===== src/rtl/prod_acc_pkg.sv =====
// prod_acc_pkg: shared types and helpers for the product accumulator.
//   state_e   : window FSM states (IDLE, ACC, DONE).
//   cnt_width : width of a counter that must hold values 0..kernel_n.
package prod_acc_pkg;

  typedef enum logic [1:0] {
    IDLE = 2'd0,
    ACC  = 2'd1,
    DONE = 2'd2
  } state_e;

  function automatic int cnt_width(input int kernel_n);
    return $clog2(kernel_n + 1);
  endfunction

endpackage


===== src/rtl/prod_accumulator_acc_add_sat.sv =====
// acc_add_sat: combinational accumulator adder.
// The product is zero-extended and added to the accumulator in ACC_W+1 bits.
// The top bit of that sum is the carry-out.
// Optional macro PROD_ACC_SAT_EN: a carry-out clamps the sum to 2^ACC_W-1.
// A clamped accumulator re-clamps on every later non-zero term, and a zero
// term leaves it at the maximum. This keeps it saturated for the rest of the
// window without any extra state.
// Ports:
//   acc_in    [ACC_W-1:0]  current accumulator value
//   prod_in   [PROD_W-1:0] unsigned product to add
//   sum_out   [ACC_W-1:0]  wrapped (or clamped) sum
//   carry_out              carry-out of the ACC_W-bit addition
module acc_add_sat
  import prod_acc_pkg::*;
#(
  parameter int PROD_W = 4,
  parameter int ACC_W  = 8
) (
  input  logic [ACC_W-1:0]  acc_in,
  input  logic [PROD_W-1:0] prod_in,
  output logic [ACC_W-1:0]  sum_out,
  output logic              carry_out
);

  logic [ACC_W:0] wide_s;

  // Widened add; the MSB is the carry, the rest is the wrapped sum.
  always_comb begin
    wide_s    = {1'b0, acc_in} + (ACC_W+1)'(prod_in);
    carry_out = wide_s[ACC_W];
`ifdef PROD_ACC_SAT_EN
    if (wide_s[ACC_W]) begin
      sum_out = {ACC_W{1'b1}};
    end else begin
      sum_out = wide_s[ACC_W-1:0];
    end
`else
    sum_out = wide_s[ACC_W-1:0];
`endif
  end

endmodule


===== src/rtl/prod_accumulator.sv =====
// prod_accumulator: sums KERNEL_N consecutive unsigned products into one
// window result (a CNN kernel dot product). The result is presented on a
// registered valid/ready output together with a sticky overflow flag.
// Optional macro PROD_ACC_SAT_EN: when defined, the sum saturates instead of
// wrapping (see acc_add_sat).
// Ports:
//   clk, rst             clock (rising edge), async active-high reset
//   in_valid/in_ready    input handshake; in_prod [PROD_W-1:0] is the product
//   out_valid/out_ready  output handshake; out_sum [ACC_W-1:0] and out_ovf
//   busy                 high while a window is partially accumulated
module prod_accumulator
  import prod_acc_pkg::*;
#(
  parameter int PROD_W   = 4,
  parameter int KERNEL_N = 9,
  parameter int ACC_W    = 8
) (
  input  logic              clk,
  input  logic              rst,
  input  logic              in_valid,
  output logic              in_ready,
  input  logic [PROD_W-1:0] in_prod,
  output logic              out_valid,
  input  logic              out_ready,
  output logic [ACC_W-1:0]  out_sum,
  output logic              out_ovf,
  output logic              busy
);

  localparam int CNT_W = cnt_width(KERNEL_N);
  localparam logic [CNT_W-1:0] CNT_ONE  = CNT_W'(1);
  localparam logic [CNT_W-1:0] CNT_LAST = CNT_W'(KERNEL_N - 1);

  state_e             state_q, state_d;
  logic [ACC_W-1:0]   acc_q, acc_d;
  logic [CNT_W-1:0]   cnt_q, cnt_d;
  logic               ovf_q, ovf_d;          // sticky flag of the open window
  logic [ACC_W-1:0]   out_sum_q, out_sum_d;
  logic               out_ovf_q, out_ovf_d;

  logic               in_xfer;
  logic               out_xfer;
  logic [ACC_W-1:0]   prod_ext;
  logic [ACC_W-1:0]   add_sum;
  logic               add_carry;

  // In DONE the input is only accepted when the result leaves in the same cycle.
  assign in_ready  = (state_q != DONE) || out_ready;
  assign out_valid = (state_q == DONE);
  assign busy      = (state_q == ACC);
  assign out_sum   = out_sum_q;
  assign out_ovf   = out_ovf_q;
  assign in_xfer   = in_valid && in_ready;
  assign out_xfer  = out_valid && out_ready;
  assign prod_ext  = ACC_W'(in_prod);

  acc_add_sat #(
    .PROD_W (PROD_W),
    .ACC_W  (ACC_W)
  ) u_add (
    .acc_in    (acc_q),
    .prod_in   (in_prod),
    .sum_out   (add_sum),
    .carry_out (add_carry)
  );

  // Next-state, accumulator, counter and result-register logic.
  always_comb begin
    state_d   = state_q;
    acc_d     = acc_q;
    cnt_d     = cnt_q;
    ovf_d     = ovf_q;
    out_sum_d = out_sum_q;
    out_ovf_d = out_ovf_q;
    case (state_q)
      IDLE, DONE: begin
        if (in_xfer) begin
          // First term of a new window (from DONE this coincides with the output transfer).
          acc_d = prod_ext;
          cnt_d = CNT_ONE;
          ovf_d = 1'b0;
          if (KERNEL_N == 1) begin
            state_d   = DONE;
            out_sum_d = prod_ext;
            out_ovf_d = 1'b0;
          end else begin
            state_d = ACC;
          end
        end else if (out_xfer) begin
          state_d = IDLE;
        end else begin
          state_d = state_q;
        end
      end
      ACC: begin
        if (in_xfer) begin
          acc_d = add_sum;
          cnt_d = cnt_q + CNT_ONE;
          ovf_d = ovf_q | add_carry;
          if (cnt_q == CNT_LAST) begin
            state_d   = DONE;
            out_sum_d = add_sum;
            out_ovf_d = ovf_q | add_carry;
          end else begin
            state_d = ACC;
          end
        end else begin
          state_d = ACC;
        end
      end
      default: begin
        state_d = IDLE;
      end
    endcase
  end

  // State and datapath registers with asynchronous reset.
  always_ff @(posedge clk or posedge rst) begin
    if (rst) begin
      state_q   <= IDLE;
      acc_q     <= '0;
      cnt_q     <= '0;
      ovf_q     <= 1'b0;
      out_sum_q <= '0;
      out_ovf_q <= 1'b0;
    end else begin
      state_q   <= state_d;
      acc_q     <= acc_d;
      cnt_q     <= cnt_d;
      ovf_q     <= ovf_d;
      out_sum_q <= out_sum_d;
      out_ovf_q <= out_ovf_d;
    end
  end

endmodule


===== config.mk =====
export PLATFORM = sky130hd
export DESIGN_NAME = prod_accumulator
export DESIGN_NICKNAME = d
export VERILOG_FILES = /design/src/rtl/prod_acc_pkg.sv /design/src/rtl/prod_accumulator_acc_add_sat.sv /design/src/rtl/prod_accumulator.sv
export SDC_FILE = /design/constraint.sdc
export NUM_CORES = 1
export LEC_CHECK = 0
export CAP_MARGIN = 0
export CORE_MARGIN = 8
export CORE_UTILIZATION = 53
export CTS_BUF_LIST = sky130_fd_sc_hd__clkbuf_16
export DETAILED_ROUTE_END_ITERATION = 10
export PLACE_DENSITY = 0.87
export SYNTH_ARGS = -nofsm -noshare
export SYNTH_HDL_FRONTEND = slang
export SYNTH_SLANG_ARGS = --single-unit
export TNS_END_PERCENT = 1

===== constraint.sdc =====
create_clock -name clk -period 2.4 [get_ports clk]
set_input_delay 0.48 -clock clk [delete_from_list [all_inputs] [get_ports clk]]
set_output_delay 0.48 -clock clk [all_outputs]
set_load 0.01 [all_outputs]

After elaboration in Yosys (flattened, before gate mapping)
Index checks and enable logic that the tools add are counted.
- output and inout port bits: 12
- word-level logic and storage cells: 38
- input bits: 8
- register bits after elaboration: 24
- eq/ne operators: 7
- $add $sub $neg: 2
- bitwise logic cells: 1
- muxes and demuxes: 14
- reduce and logical (&&, ||, !) cells: 8
- operators by type and width (kind ; number):
    two-way mux 8 bit ; 2
    case mux 8 bit (2 select lines) ; 1
    adder 8 x 4 -> 9 bit ; 1
    two-way mux 2 bit ; 4
    two-way mux 4 bit ; 2
    case mux 4 bit (2 select lines) ; 1
    AND reduction 3 bit ; 2
    adder 4 x 1 -> 4 bit, second input constant ; 1
    == test 4 bit, second input constant ; 1
    inequality test 2 bit, second input constant ; 2
    case mux 2 bit (2 select lines) ; 1
    inequality test 3 bit, second input constant ; 1
    == test 2 x 1 -> 1 bit, second input constant ; 1
    == test 2 bit, second input constant ; 1
    logical AND 1 bit ; 2
    logical NOT 2 bit ; 1
    two-way mux 1 bit ; 2
    inequality test 2 x 1 -> 1 bit, second input constant ; 1
    case mux 1 bit (2 select lines) ; 1
    nonzero test 2 bit ; 1
    OR reduction 2 bit ; 1
    logical OR 1 bit ; 1
    OR 1 bit ; 1

Logic depth before layout (Yosys ltp)
- depth after elaboration: 5
- depth in mapped cells: 8

Cells and area by module
Synthesis repeated with hierarchy kept, for this count alone.
- cell total of the unflattened synthesis: 119
- area, all modules: 1375.1 um^2
- by module, submodules not included (module ; sequential area each (um^2) ; instances ; area each (um^2) ; cells each):
    prod_accumulator ; 600.6 ; 1 ; 1118.6 ; 86
    acc_add_sat ; 0.0 ; 1 ; 256.5 ; 33

Worst setup path before layout
OpenSTA, ideal clock, no wires.
- kind: in2reg
- start: input in_prod[0]
- end: register acc_q[6]
- arrival: 1.714 ns
- stages on the path: 7
- path slack: 0.565 ns
- required time: 2.279 ns
- setup time: 0.121 ns
- path buffers: 0
- cell sequence: ha_1 inv_1 fa_1 nor2b_1 o31a_1 o21ai_0 a22o_1
- word-level cells in the longest chain between the ends: 3
- ends and longest elaborated chain (item ; RTL line ; source):
    start, declared ; prod_accumulator.sv:22 ; input logic [PROD_W-1:0] in_prod,
    adder 8 x 4 -> 9 bit ; prod_accumulator_acc_add_sat.sv:29 ; wide_s = {1'b0, acc_in} + (ACC_W+1)'(prod_in);
    two-way mux 8 bit ; prod_accumulator.sv:96 ; if (in_xfer) begin
    case mux 8 bit (2 select lines) ; prod_accumulator.sv:75 ; case (state_q)
    end signal, assigned ; prod_accumulator.sv:121 ; acc_q <= '0;
    end signal, assigned ; prod_accumulator.sv:128 ; acc_q <= acc_d;
    end, declared ; prod_accumulator.sv:35 ; logic [ACC_W-1:0] acc_q, acc_d;
Every way passes these cells. The select of a mux whose other input is x is not followed.
A chain may end at the register's enable or synchronous reset.

Worst setup path in the final report
- start: input out_ready
- end: output in_ready
- word-level cells in the longest chain between the ends: 1
- ends and longest elaborated chain (item ; RTL line ; source):
    start, declared ; prod_accumulator.sv:24 ; input logic out_ready,
    logical OR 1 bit ; prod_accumulator.sv:48 ; assign in_ready = (state_q != DONE) || out_ready;
    end, declared ; prod_accumulator.sv:21 ; output logic in_ready,
Every way passes these cells.

==> metrics.txt <==
Post-Syn Area per Cell=9.319 µm²; GP Congestion=0.8078; fin. max-slew vios=0; Setup TNS=0 ps; LEAKAGE=about 0.78 nW; Initial Util=0.5505; worst skew pair latency=roughly 260 ps; Core Region=between 2000 and 2500 µm²; Rows=18; Routed WL per cell=~16 µm; critical path class=input pin to primary output; Yosys reg bits=24; Setup Fix Bufs, Post-CTS=0; Bufs and invs on worst path=2; clk root buf=clkbuf_16; post-synthesis adder-cell area fraction=0.07037; HP Class=register to register; most frequent CP cell=clkdlybuf4s50_1; Max IR drop VDD=a little over 0.8 mV; simple-gate share of the synthesized area=0.1722; clk buf depth=2; share of cells above drive strength 1=0.07831; Synth Area in XOR/XNOR=0.02593; GRT Residual Overflow=0; number of synthesized flops with an enable pin=0; Final Skew=between 3 and 4 ps; startpoint types=input pin; total CTS buffers=3; most frequent cells in the layout=24 x dfrtp_1, 22 x nand2_1, 19 x clkdlybuf4s50_1; Critical R2R Launch=acc_q[0]; Die X-Extent=~66 µm; Required @ worst endpoint=roughly 1900 ps; mux contribution to synthesized area=0.02222; Final min period=2313 ps; diodes inserted=0; Multi-input gate area=roughly 670 µm²; GRT Overall Usage=0.1553; most common cell after layout, fill and taps aside=dfrtp_1; Finish-stage setup viols=0; largest net degree at the start of global routing=25; Cell Pwr Density=1233 nW/µm²; Port Buffers=19; Final ANT Viol Nets=0; Slew @ Worst Pin=551.4 ps; DRC viols=0; endpoint type of the worst setup path=primary output; ys async rst share=1.000; worst setup margin=just under 90 ps; Final Core Density=0.6830; Area Growth Syn to Fin=24.07%; Yosys cell types=slightly above 40; Cells after Synth=145; cell area after layout=about 1700 µm²; Slew HR=0.6299; max incr delay on CP=480 ps; die height=66.50 µm; hold path start=out_sum[0]; register area=between 600 and 700 µm²; final WL=~3100 µm; vias in the first global route=approximately 1100; Pre-antenna DRT Iters=4; cts repair resizes=0; DR vias=1140; worst-path fanout max=3; period utilization=0.9640; Syn Nets=160; ys flop type=dfrtp_1; fillers=roughly 200; maximum clock frequency=approximately 430 MHz; DIE AREA=4422 µm²; dpl ws=-41.89 ps; Clock Pin Slew Worst Setup and Hold Paths=roughly 60 ps; H-tree levels=1; Tot Pwr=between 2 and 2.5 mW; first-pass GRT wire length=roughly 5300 µm; io pins=20; Worst Setup SP=out_ready; Final Hold Viols=0; Critical Path, Cell by Cell=clkdlybuf4s50_1 -> nand2b_1 -> or2_2 -> clkdlybuf4s50_1; vias per inst=slightly below 6; largest family of logic cells by synthesized area=compound AO/OA/AOI/OAI gates; CTS Hold Bufs=0; RSZ-0062 raised after global routing=no; hpwl dp=between 2000 and 2500 µm; Initial DRC Count=47; yosys warns=0; CTS tree=yes; sequential element share of the synthesized area=0.4444; compound-gate portion of the synthesized area=0.2046; worst path arrival time=roughly 1800 ps; run status=complete, no violations; CTS sink count=24; slowest cell on the critical path=clkdlybuf4s50_1; Post-DP Area=approximately 1600 µm²; Post-Synthesis Cell Area=~1400 µm²; delay-heaviest family, CP=buffers and inverters; Layout Nets=around 180; Max-Cap Viols=0; initial antenna violation count=0
## logic make-up (layout without fill, tap and decap cells)
| kind of cell | count (synthesis) | after routing |
|---|---|---|
| and+or+nand+nor | 47 | 47 |
| AOI/OAI and AO/OA | 43 | 43 |
| xor gates and xnor gates | 4 | 4 |
| muxes | 3 | 3 |
| adders and majority gates | 7 | 7 |
| buffers and inverters | 17 | 38 |
| DFF | 24 | 24 |
## area by class of cell
| type | count | share of cell area |
|---|---|---|
| Clock buffer | 3 | 0.04478 |
| Inverter | 11 | 0.02612 |
| Clock inverter | 1 | 0.01791 |
| Multi-Input combinational cell | 104 | 0.3993 |
| Timing Repair Buffer | 23 | 0.1313 |
| Tap cell | 30 | 0.02239 |
| Sequential cell | 24 | 0.3582 |
## cell usage after synthesis (2+ instances only)
master,count,area (µm²)
nand4_1,2,12.51
xnor2_1,2,17.52
o21ai_0,14,70.07
and4b_1,2,20.02
nor2b_1,3,18.77
a22o_1,2,17.52
buf_2,3,15.01
xor2_1,2,17.52
mux2i_1,3,30.03
a31oi_1,3,18.77
nand2_1,22,82.58
and2_1,2,12.51
dfrtp_1,24,600.6
ha_1,6,75.07
inv_1,10,37.54
nor2_1,6,22.52
nand2b_1,3,18.77
and3_1,2,12.51
o21a_1,3,22.52
a21oi_1,7,35.03
o21ai_1,2,10.01
clkbuf_4,2,15.01
and3_2,2,15.01
## state kept, by name (all words and copies together) (netlist names)
signal	cells
acc_q	8
cnt_q	4
out_ovf	1
out_sum	8
ovf_q	1
state_q	2
## tightest hold or removal path, cell delays in order, from the launching register on
cell and delay [ps]:
dfrtp_1 340, nand2_1 50, nand2_1 50
## where the power goes
group          internal (mW)  leakage [nW]  switching (mW)
sequential             0.563         0.303           0.152
clock                  0.332        0.0511           0.153
combinational          0.421         0.425           0.446
total                   1.32         0.780           0.752
## per-layer routing
| layer | wire [µm] | share of wire | vias to the layer above | track usage |
|---|---|---|---|---|
| met1 | 1379 | 0.44 | 549 | 0.1886 |
| met5 | 0 | 0 | - | 0 |
| met4 | 60 | 0.019 | 0 | 0.09067 |
| met2 | 1528 | 0.49 | 28 | 0.2400 |
| li1 | - | - | 556 | - |
| met3 | 150 | 0.048 | 7 | 0.04362 |
## per-stage QoR
step / std cells / hold WS, ps
global route: 196 / 504.2
floorplan: 145 / 453.8
CTS: 196 / 484.1
global placement: 192 / 459.4
finish: 196 / 481.2
detailed placement: 192 / 468.8
## path summary, 6_finish.rpt
check	to	slack (ps)	depth (start not counted)
hold reg to reg	out_sum[0]	480	2
hold / removal	out_sum[0]	480	2
max in group asynchronous	out_sum[6]	1600	3
min in group asynchronous	acc_q[0]	570	3
setup reg to reg	acc_q[6]	530	7
setup / recovery	in_ready	90	4
Note: power is estimated with default switching activity, not from simulation.
